--- src/rtl/pdm_port_sink_if.sv ---
// Core-facing transfer handshake and byte-wide read port of one PDM output port sink.
interface pdm_port_sink_if #(
    parameter int unsigned DATA_W = 8,
    parameter int unsigned DEPTH  = 16,
    parameter int unsigned LEN_W  = 8
) ();
    logic [LEN_W-1:0]       newdata_len;
    logic                   proceed;
    logic [DATA_W-1:0]      data_out;
    logic                   rd_en;
    logic [DATA_W-1:0]      rd_data;
    logic                   rd_valid;
    logic                   empty;
    logic [$clog2(DEPTH):0] level;

    modport slave (
        input  newdata_len, data_out, rd_en,
        output proceed, rd_data, rd_valid, empty, level
    );

    modport master (
        output newdata_len, data_out, rd_en,
        input  proceed, rd_data, rd_valid, empty, level
    );
endinterface

--- src/rtl/pdm_port_sink.sv ---
// Consumer of one PDM core port: grants packets, stores payload in a FIFO, drains oversize packets.
module pdm_port_sink #(
    parameter int unsigned DATA_W = 8,
    parameter int unsigned DEPTH  = 16,
    parameter int unsigned LEN_W  = 8
) (
    input  logic             clk_i,
    input  logic             reset_i,
    pdm_port_sink_if.slave   bus,
    output logic [7:0]       pkt_cnt_o,
    output logic             len_err_o
);
    localparam int unsigned PTR_W = $clog2(DEPTH);
    localparam int unsigned LVL_W = PTR_W + 1;
    // Common width wide enough to compare a request length against DEPTH and the free space.
    localparam int unsigned CMP_W = ((LEN_W > LVL_W) ? LEN_W : LVL_W) + 1;
    localparam logic [CMP_W-1:0] DepthC = CMP_W'(DEPTH);

    typedef enum logic [1:0] {StIdle, StGrant, StRecv, StDrop} state_e;

    state_e              state_q, state_d;
    logic                drop_q, drop_d;
    logic [LEN_W-1:0]    cnt_q, cnt_d;
    logic [7:0]          pkt_cnt_q, pkt_cnt_d;
    logic                len_err_q, len_err_d;
    logic [DATA_W-1:0]   mem_q [DEPTH];
    logic [PTR_W-1:0]    wr_ptr_q, rd_ptr_q;
    logic [LVL_W-1:0]    level_q;
    logic [DATA_W-1:0]   rd_data_q;
    logic                rd_valid_q;
    logic                wr_en;
    logic                rd_accept;
    logic [CMP_W-1:0]    req_len;
    logic [CMP_W-1:0]    free_space;

    assign req_len    = CMP_W'(bus.newdata_len);
    assign free_space = CMP_W'(LVL_W'(DEPTH) - level_q);
    assign rd_accept  = bus.rd_en && (level_q != '0);

    always_comb begin
        state_d   = state_q;
        drop_d    = drop_q;
        cnt_d     = cnt_q;
        pkt_cnt_d = pkt_cnt_q;
        len_err_d = len_err_q;
        wr_en     = 1'b0;
        unique case (state_q)
            StIdle: begin
                if (req_len != '0 && req_len <= free_space) begin
                    cnt_d   = bus.newdata_len;
                    drop_d  = 1'b0;
                    state_d = StGrant;
                end else if (req_len > DepthC) begin
                    cnt_d   = bus.newdata_len;
                    drop_d  = 1'b1;
                    state_d = StGrant;
                end
            end
            StGrant: state_d = drop_q ? StDrop : StRecv;
            StRecv: begin
                wr_en = 1'b1;
                cnt_d = cnt_q - LEN_W'(1);
                if (cnt_q == LEN_W'(1)) begin
                    pkt_cnt_d = pkt_cnt_q + 8'd1;
                    state_d   = StIdle;
                end
            end
            StDrop: begin
                cnt_d = cnt_q - LEN_W'(1);
                if (cnt_q == LEN_W'(1)) begin
                    len_err_d = 1'b1;
                    state_d   = StIdle;
                end
            end
            default: state_d = StIdle;
        endcase
    end

    always_ff @(posedge clk_i) begin
        if (reset_i) begin
            state_q    <= StIdle;
            drop_q     <= 1'b0;
            cnt_q      <= '0;
            pkt_cnt_q  <= '0;
            len_err_q  <= 1'b0;
            wr_ptr_q   <= '0;
            rd_ptr_q   <= '0;
            level_q    <= '0;
            rd_data_q  <= '0;
            rd_valid_q <= 1'b0;
        end else begin
            state_q    <= state_d;
            drop_q     <= drop_d;
            cnt_q      <= cnt_d;
            pkt_cnt_q  <= pkt_cnt_d;
            len_err_q  <= len_err_d;
            rd_valid_q <= rd_accept;
            level_q    <= level_q + LVL_W'(wr_en) - LVL_W'(rd_accept);
            if (wr_en) begin
                wr_ptr_q <= wr_ptr_q + PTR_W'(1);
            end
            if (rd_accept) begin
                rd_ptr_q  <= rd_ptr_q + PTR_W'(1);
                rd_data_q <= mem_q[rd_ptr_q];
            end
        end
    end

    // Storage needs no reset; pointers and level define what is valid.
    always_ff @(posedge clk_i) begin
        if (wr_en) begin
            mem_q[wr_ptr_q] <= bus.data_out;
        end
    end

    assign bus.proceed  = (state_q == StGrant);
    assign bus.rd_data  = rd_data_q;
    assign bus.rd_valid = rd_valid_q;
    assign bus.empty    = (level_q == '0);
    assign bus.level    = level_q;
    assign pkt_cnt_o    = pkt_cnt_q;
    assign len_err_o    = len_err_q;
endmodule

--- src/flat_wrapper.sv ---
// flat-port wrapper written by rule: the top's interface ports become plain ports
module pdm_port_sink_flat 
#(
    parameter int unsigned DATA_W = 8,
    parameter int unsigned DEPTH  = 16,
    parameter int unsigned LEN_W  = 8
)
  (clk_i, reset_i, pkt_cnt_o, len_err_o, bus_newdata_len, bus_data_out, bus_rd_en, bus_proceed, bus_rd_data, bus_rd_valid, bus_empty, bus_level);
  pdm_port_sink_if #(.DATA_W(DATA_W), .DEPTH(DEPTH), .LEN_W(LEN_W)) bus_i ();
  input  logic clk_i;
  input  logic reset_i;
  output logic [7:0] pkt_cnt_o;
  output logic len_err_o;
  input wire logic [$bits(bus_i.newdata_len)-1:0] bus_newdata_len;
  input wire logic [$bits(bus_i.data_out)-1:0] bus_data_out;
  input wire logic [$bits(bus_i.rd_en)-1:0] bus_rd_en;
  output wire logic [$bits(bus_i.proceed)-1:0] bus_proceed;
  output wire logic [$bits(bus_i.rd_data)-1:0] bus_rd_data;
  output wire logic [$bits(bus_i.rd_valid)-1:0] bus_rd_valid;
  output wire logic [$bits(bus_i.empty)-1:0] bus_empty;
  output wire logic [$bits(bus_i.level)-1:0] bus_level;
  assign bus_i.newdata_len = bus_newdata_len;
  assign bus_i.data_out = bus_data_out;
  assign bus_i.rd_en = bus_rd_en;
  assign bus_proceed = bus_i.proceed;
  assign bus_rd_data = bus_i.rd_data;
  assign bus_rd_valid = bus_i.rd_valid;
  assign bus_empty = bus_i.empty;
  assign bus_level = bus_i.level;
  pdm_port_sink #(.DATA_W(DATA_W), .DEPTH(DEPTH), .LEN_W(LEN_W)) u_core (.clk_i(clk_i), .reset_i(reset_i), .bus(bus_i), .pkt_cnt_o(pkt_cnt_o), .len_err_o(len_err_o));
endmodule
--- config.mk ---
export PLATFORM = sky130hd
export DESIGN_NAME = pdm_port_sink_flat
export DESIGN_NICKNAME = d
export VERILOG_FILES = /design/src/rtl/pdm_port_sink_if.sv /design/src/rtl/pdm_port_sink.sv /design/src/flat_wrapper.sv
export SDC_FILE = /design/constraint.sdc
export NUM_CORES = 1
export LEC_CHECK = 0
export BUFFER_PORTS_ARGS = -buffer_cell sky130_fd_sc_hd__clkbuf_2
export CAP_MARGIN = 0
export CORE_MARGIN = 2
export CORE_UTILIZATION = 55
export DETAILED_ROUTE_END_ITERATION = 16
export GPL_ROUTABILITY_DRIVEN = 0
export PLACE_DENSITY = 0.76
export SYNTH_ARGS = -nofsm -noshare
export SYNTH_HDL_FRONTEND = slang
export SYNTH_SLANG_ARGS = --single-unit
--- constraint.sdc ---
create_clock -name clk_i -period 2.7 [get_ports clk_i]
set_input_delay 0.405 -clock clk_i [delete_from_list [all_inputs] [get_ports clk_i]]
set_output_delay 0.405 -clock clk_i [all_outputs]
set_load 0.02 [all_outputs]
-- Word level (Yosys, flattened, before mapping)
Memory sizes are Yosys's and may differ from the RTL's. A register that Yosys moved wholly into a read port is not among the register bits.
Cells that the tools add are included.
- register bits after elaboration: 34
- RAM bits: 128
- input bits: 19
- output and inout bits: 25
- logic and storage cells: 52
- memories kept: 1
- $add $sub $neg: 7
- $lt $le $gt $ge: 2
- equality and inequality tests: 6
- multiplexer cells: 13
- reduce and logical (&&, ||, !) cells: 14
- memory list (name ; words ; bits a word ; read ports ; clocked after Yosys merged registers in ; write ports ; RTL line ; RTL):
    u_core.mem_q ; 16 ; 8 ; 1 ; 1 ; 1 ; pdm_port_sink.sv:26 ; logic [DATA_W-1:0] mem_q [DEPTH];
- operators with widths (operator ; count):
    $mux W8 ; 2
    $pmux W8 S2 ; 1
    $reduce_and A2 Y1 ; 5
    $le A8 B9 Y1 ; 1
    $reduce_bool A9 Y1 ; 1
    $add A4 B1 Y4 const B ; 2
    $add A8 B1 Y8 const B ; 1
    $eq A8 B1 Y1 const B ; 1
    $gt A8 B5 Y1 const B ; 1
    $sub A8 B1 Y8 const B ; 1
    $mux W1 ; 6
    $mux W2 ; 3
    $pmux W2 S3 ; 1
    $sub A5 B5 Y6 const A ; 1
    $add A5 B1 Y5 ; 1
    $logic_not A5 Y1 ; 1
    $reduce_bool A5 Y1 ; 1
    $sub A5 B1 Y5 ; 1
    $eq A2 B2 Y1 const B ; 2
    $reduce_bool A2 Y1 ; 2
    $ne A3 B1 Y1 const B ; 1
    $eq A2 B1 Y1 const B ; 1
    $logic_and A1 B1 Y1 ; 2
    $logic_not A2 Y1 ; 1
    other kinds (2) ; 2

-- Longest topological paths before layout
- depth after elaboration: 5
- gate-level depth with buffers: 17
- mapped depth without buffers: 16

-- Least setup slack after synthesis
Ideal clock, no wire load.
- path kind: reg-to-reg
- start: reg u_core.level_q[1] (netlist: u_core.bus.level[1])
- end: reg u_core.level_q[4] (netlist: u_core.bus.level[4])
- setup time: 0.128 ns
- data arrival time: 2.993 ns
- data required time: 2.572 ns
- slack: -0.420 ns
- cell stages (with the launch flop): 18
- path through: dfxtp_1 > inv_1 > ha_1 > and2_1 > ha_1 > nand2b_1 > inv_1 > buf_2 > ha_1 > inv_1 > ha_1 > inv_1 > fa_1 > nor2_1 > nor2_1 > o21bai_1 > xnor2_1 > nor2_1
- word-level cells in the longest chain between the ends: 3
- elaborated cells between the ends (all ways): 4
- those cells by class: 2 x add/sub; 2 x reduce/logical
- RTL lines (what ; RTL line ; RTL):
    start, declared ; pdm_port_sink.sv:28 ; logic [LVL_W-1:0] level_q;
    start signal, assigned ; pdm_port_sink.sv:98 ; level_q <= level_q + LVL_W'(wr_en) - LVL_W'(rd_accept);
    $reduce_bool A5 Y1 ; pdm_port_sink.sv:38 ; assign rd_accept = bus.rd_en && (level_q != '0);
    $logic_and A1 B1 Y1 ; pdm_port_sink.sv:38 ;
    named net u_core.rd_accept ; pdm_port_sink.sv:32 ; logic rd_accept;
    $sub A5 B1 Y5 ; pdm_port_sink.sv:98 ;
The timed path passes the listed nets, and every way through them passes these cells.
A chain may end at the register's enable or synchronous reset.

-- Worst setup path in the final report
- start: reg u_core.level_q[2] (netlist: u_core.bus.level[2])
- end: reg u_core.cnt_q[2]
- word-level cells in the longest chain between the ends: 5
- elaborated cells between the ends (all ways): 7
- those cells by class: 1 x add/sub; 1 x order compare; 1 x eq/ne; 2 x mux; 2 x reduce/logical
- RTL lines (what ; RTL line ; RTL):
    $sub A5 B5 Y6 * ; pdm_port_sink.sv:37 ; assign free_space = CMP_W'(LVL_W'(DEPTH) - level_q);
    $le A8 B9 Y1 * ; pdm_port_sink.sv:49 ; if (req_len != '0 && req_len <= free_space) begin
    $logic_and A1 B1 Y1 * ; pdm_port_sink.sv:49 ;
    $mux W8 / $ne A3 B1 Y1 (equally long branches) ; -- ;
    $pmux W8 S2 / $reduce_and A2 Y1 (equally long branches) ; -- ;
    end signal, assigned ; pdm_port_sink.sv:94 ; cnt_q <= cnt_d;
    end, declared ; pdm_port_sink.sv:23 ; logic [LEN_W-1:0] cnt_q, cnt_d;
Every way passes the cells marked *; elsewhere a longest branch is shown, timed or not.

==> impl_metrics.toml <==
[global_routing]
grt_pass1_vias = 4333
antenna_found_initial = 0
grt_pass1_wl_um = 24000
grt_max_degree = 40
overflow = 0
track_usage = 0.225

[yosys]
syn_nets = 529
synthSimpleGateAreaFrac = 0.0833
async_reset_ff_frac = 0
synth_cell_types = 58
avgSynthCellArea_sq_um = 15.3
netlist_instances = 482
synth_flop_cell = "edfxtp_1"
seq_area_frac_synth = 0.635
ys_ff_latch = 170
synth_xor_area_frac = 0.0249
synth-compound-area-share = 0.0475
synthMuxAreaShare = 0.133
synth_top_family_by_area = "multiplexers"
yosys_warnings = 0
synth_fa_ha_area_frac = 0.0485
synth_edf_count = 128
syn_area_sq_mm = 0.00738

[detailed_routing]
wl_met3_um = 882
wl_per_cell_um = 20.5
met1_length_um = 6320
vias = 4262
wl_met2_um = 7580
maxUsedRoutingLayer = "met4"
drc_errors = 0
viasPerCell = 5.85
drt_iter0_markers = 418
wirelength_um = 14900
dr.pass1.iters = 4
drt.antenna.violating_nets = 0

[layout]
multi_input_area_sq_mm = 0.00255
finalCoreUtilization = 0.644
fin_cells = 729
antennaDiodeCount = 0
finalNetCount = 587
seq_area_sq_mm = 0.00470
drive_gt1_frac = 0.251
syn_to_final_growth_pct = 15.1
nFillCells = 932

[pwr]
powerDensity_mw_per_mm2 = 902
swShare = 0.302
pwr-share-seq = 0.404
switchingPower_uw = 2310
internal-power_uw = 5350
ir_drop_uv = 431
clockPowerShare = 0.316
cellLeakagePower_uw = 0.00295
p_comb_frac = 0.280

[clocking]
clk_latency_ps = 420
h-tree-depth = 4
cts-buffers-inserted = 17
clock-root-buffer = "clkbuf_16"
cts_tree = "yes"
clk_pin_slew_worst_paths_ps = 60
clock_path_buffers = 2
cts.sink_count = 170

[worst_hold_path]
hold_class = "primary input to register"
hp-start = "bus_newdata_len[2]"

[sta]
max_freq_mhz = 391
layout_min_cycle_time_ps = 2560
slew_viol_final = 0
fin_skew_ps = 10.2
worst_pin_slew_ps = 801
rsz0062_at_grt = "false"
tns_ps = 0
maxSlewHeadroom = 0.464
period_share = 0.947
finalHoldViolations = 0
finalSetupViolCount = 0
holdWs_ps = 350
fin_ws_ps = 142

[place]
io_buffer_count = 43
dp_slack_ps = 125
dp_cells = 693
place_hpwl_um = 9820

[die]
die_width_um = 120
start_util = 0.559
pin_count = 44
core_sq_mm = 0.0132
num_rows = 42
die_height_um = 120
dieArea_sq_mm = 0.0144

[flow_run]
drv_cap = 0

[worst_setup_path]
crit_path_start_kind = "register"
arrival_ps = 2840
path_class = "register to register"
rr_startpoint = "u_core.bus.level[2]"
critical_path.max_fanout = 8
worstSetupEndpointType = "register"
required_ps = 2990
critPathLaunch = "u_core.bus.level[2]"

[run_status]
status = "finished, final reports clean"
-- state kept, by name (all words and copies together) (netlist names) --
name                 count
u_core.wr_ptr_q          4
u_core.bus.rd_valid      1
u_core.cnt_q             8
u_core.bus.rd_data       8
u_core.state_q           2
u_core.rd_ptr_q          4
u_core.pkt_cnt_o         8
u_core.drop_q            1
u_core.bus.level         5
u_core.mem_q           128
u_core.len_err_o         1
-- per-layer routing --
layer	vias up	global-route usage
met4	0	0.0610
met3	13	0.0646
met1	2115	0.298
met2	158	0.368
li1	1976	-
met5	-	0
-- repair_timing --
item / in CTS / in global routing
resized for setup: 0 / 10
hold buffers: 0 / 0
setup buffers: 0 / 4
endpoints found under the setup margin: 0 / 6
-- worst max-delay path, cell delays in order, from the launching register on --
cell	delay, ps
dfxtp_4	350
inv_2	40
ha_1	190
and2_4	160
ha_4	230
ha_1	310
nand4_1	140
or3_1	420
o21a_4	250
a32oi_1	240
a21oi_1	100
-- through the flow --
step,instance area (sq um),total power (uW)
CTS,8430,7630
detailed placement,7840,5190
global route,8490,8050
finish,8490,7660
global placement,7840,5110
floorplan,7420,4710
-- power by group through the flow --
stage	sequential, uW	combinational (uW)	clock (uW)
6_report	3090	2150	2430
5_1_grt	3110	2360	2570
4_1_cts	3100	2060	2460
3_5_place_dp	3150	2030	0
3_3_place_gp	3140	1970	0
2_1_floorplan	3210	1500	0
-- final cells by class --
type	instances	area share
Clock buffer	18	0.0505
Clock inverter	14	0.0189
Inverter	20	0.00884
Sequential cell	170	0.553
Multi-Input combinational cell	270	0.300
Tap cell	176	0.0259
Timing Repair Buffer	61	0.0427
-- cells by family (layout without fill, tap and decap cells) --
group                    Yosys count  count (layout)
multiplexers                      41              41
AO/OA/AOI/OAI                     52              52
AND/OR/NAND/NOR                  128             128
adder cells (fa/ha/maj)           28              28
buffers and inverters             42             113
XOR/XNOR                          21              21
flip-flops                       170             170
-- synthesized netlist by cell type (all sizes together), types with 4 or more instances --
master | count | area share
nor3 | 6 | 0.0041
a21oi | 23 | 0.016
dfxtp | 42 | 0.11
nor2 | 41 | 0.021
nand3 | 8 | 0.0061
nand2b | 4 | 0.0034
mux4 | 40 | 0.13
or3 | 7 | 0.0059
inv | 18 | 0.0092
clkbuf | 13 | 0.0068
ha | 27 | 0.046
nor2b | 5 | 0.0042
xnor2 | 9 | 0.011
edfxtp | 128 | 0.52
nand2 | 36 | 0.018
o21ai | 4 | 0.0027
buf | 9 | 0.011
xor2 | 12 | 0.014
nand4 | 8 | 0.0068
-- final timing paths --
path,end,slack [ps],cells after the start
max,u_core.cnt_q[2],140,10
min,u_core.cnt_q[2],350,3
max reg2reg,u_core.cnt_q[2],140,10
min reg2reg,u_core.bus.rd_data[5],460,2
-- layout by cell type (no fill, tap or decap), types with 4 or more instances in the layout --
cell type  instances
edfxtp_1         128
clkbuf_2          43
nor2_1            39
dfxtp_1           37
nand2_1           35
ha_1              24
a21oi_1           23
mux4_2            21
mux4_1            19
clkbuf_16         17
buf_4             17
inv_1             13
xor2_1            12
xnor2_1            9
nand4_1            8
nand3_1            7
or3_1              6
nor2b_1            5
inv_2              5
nor3_1             5
clkinv_1           4
inv_6              4
Power figures use the tool's default switching activity.
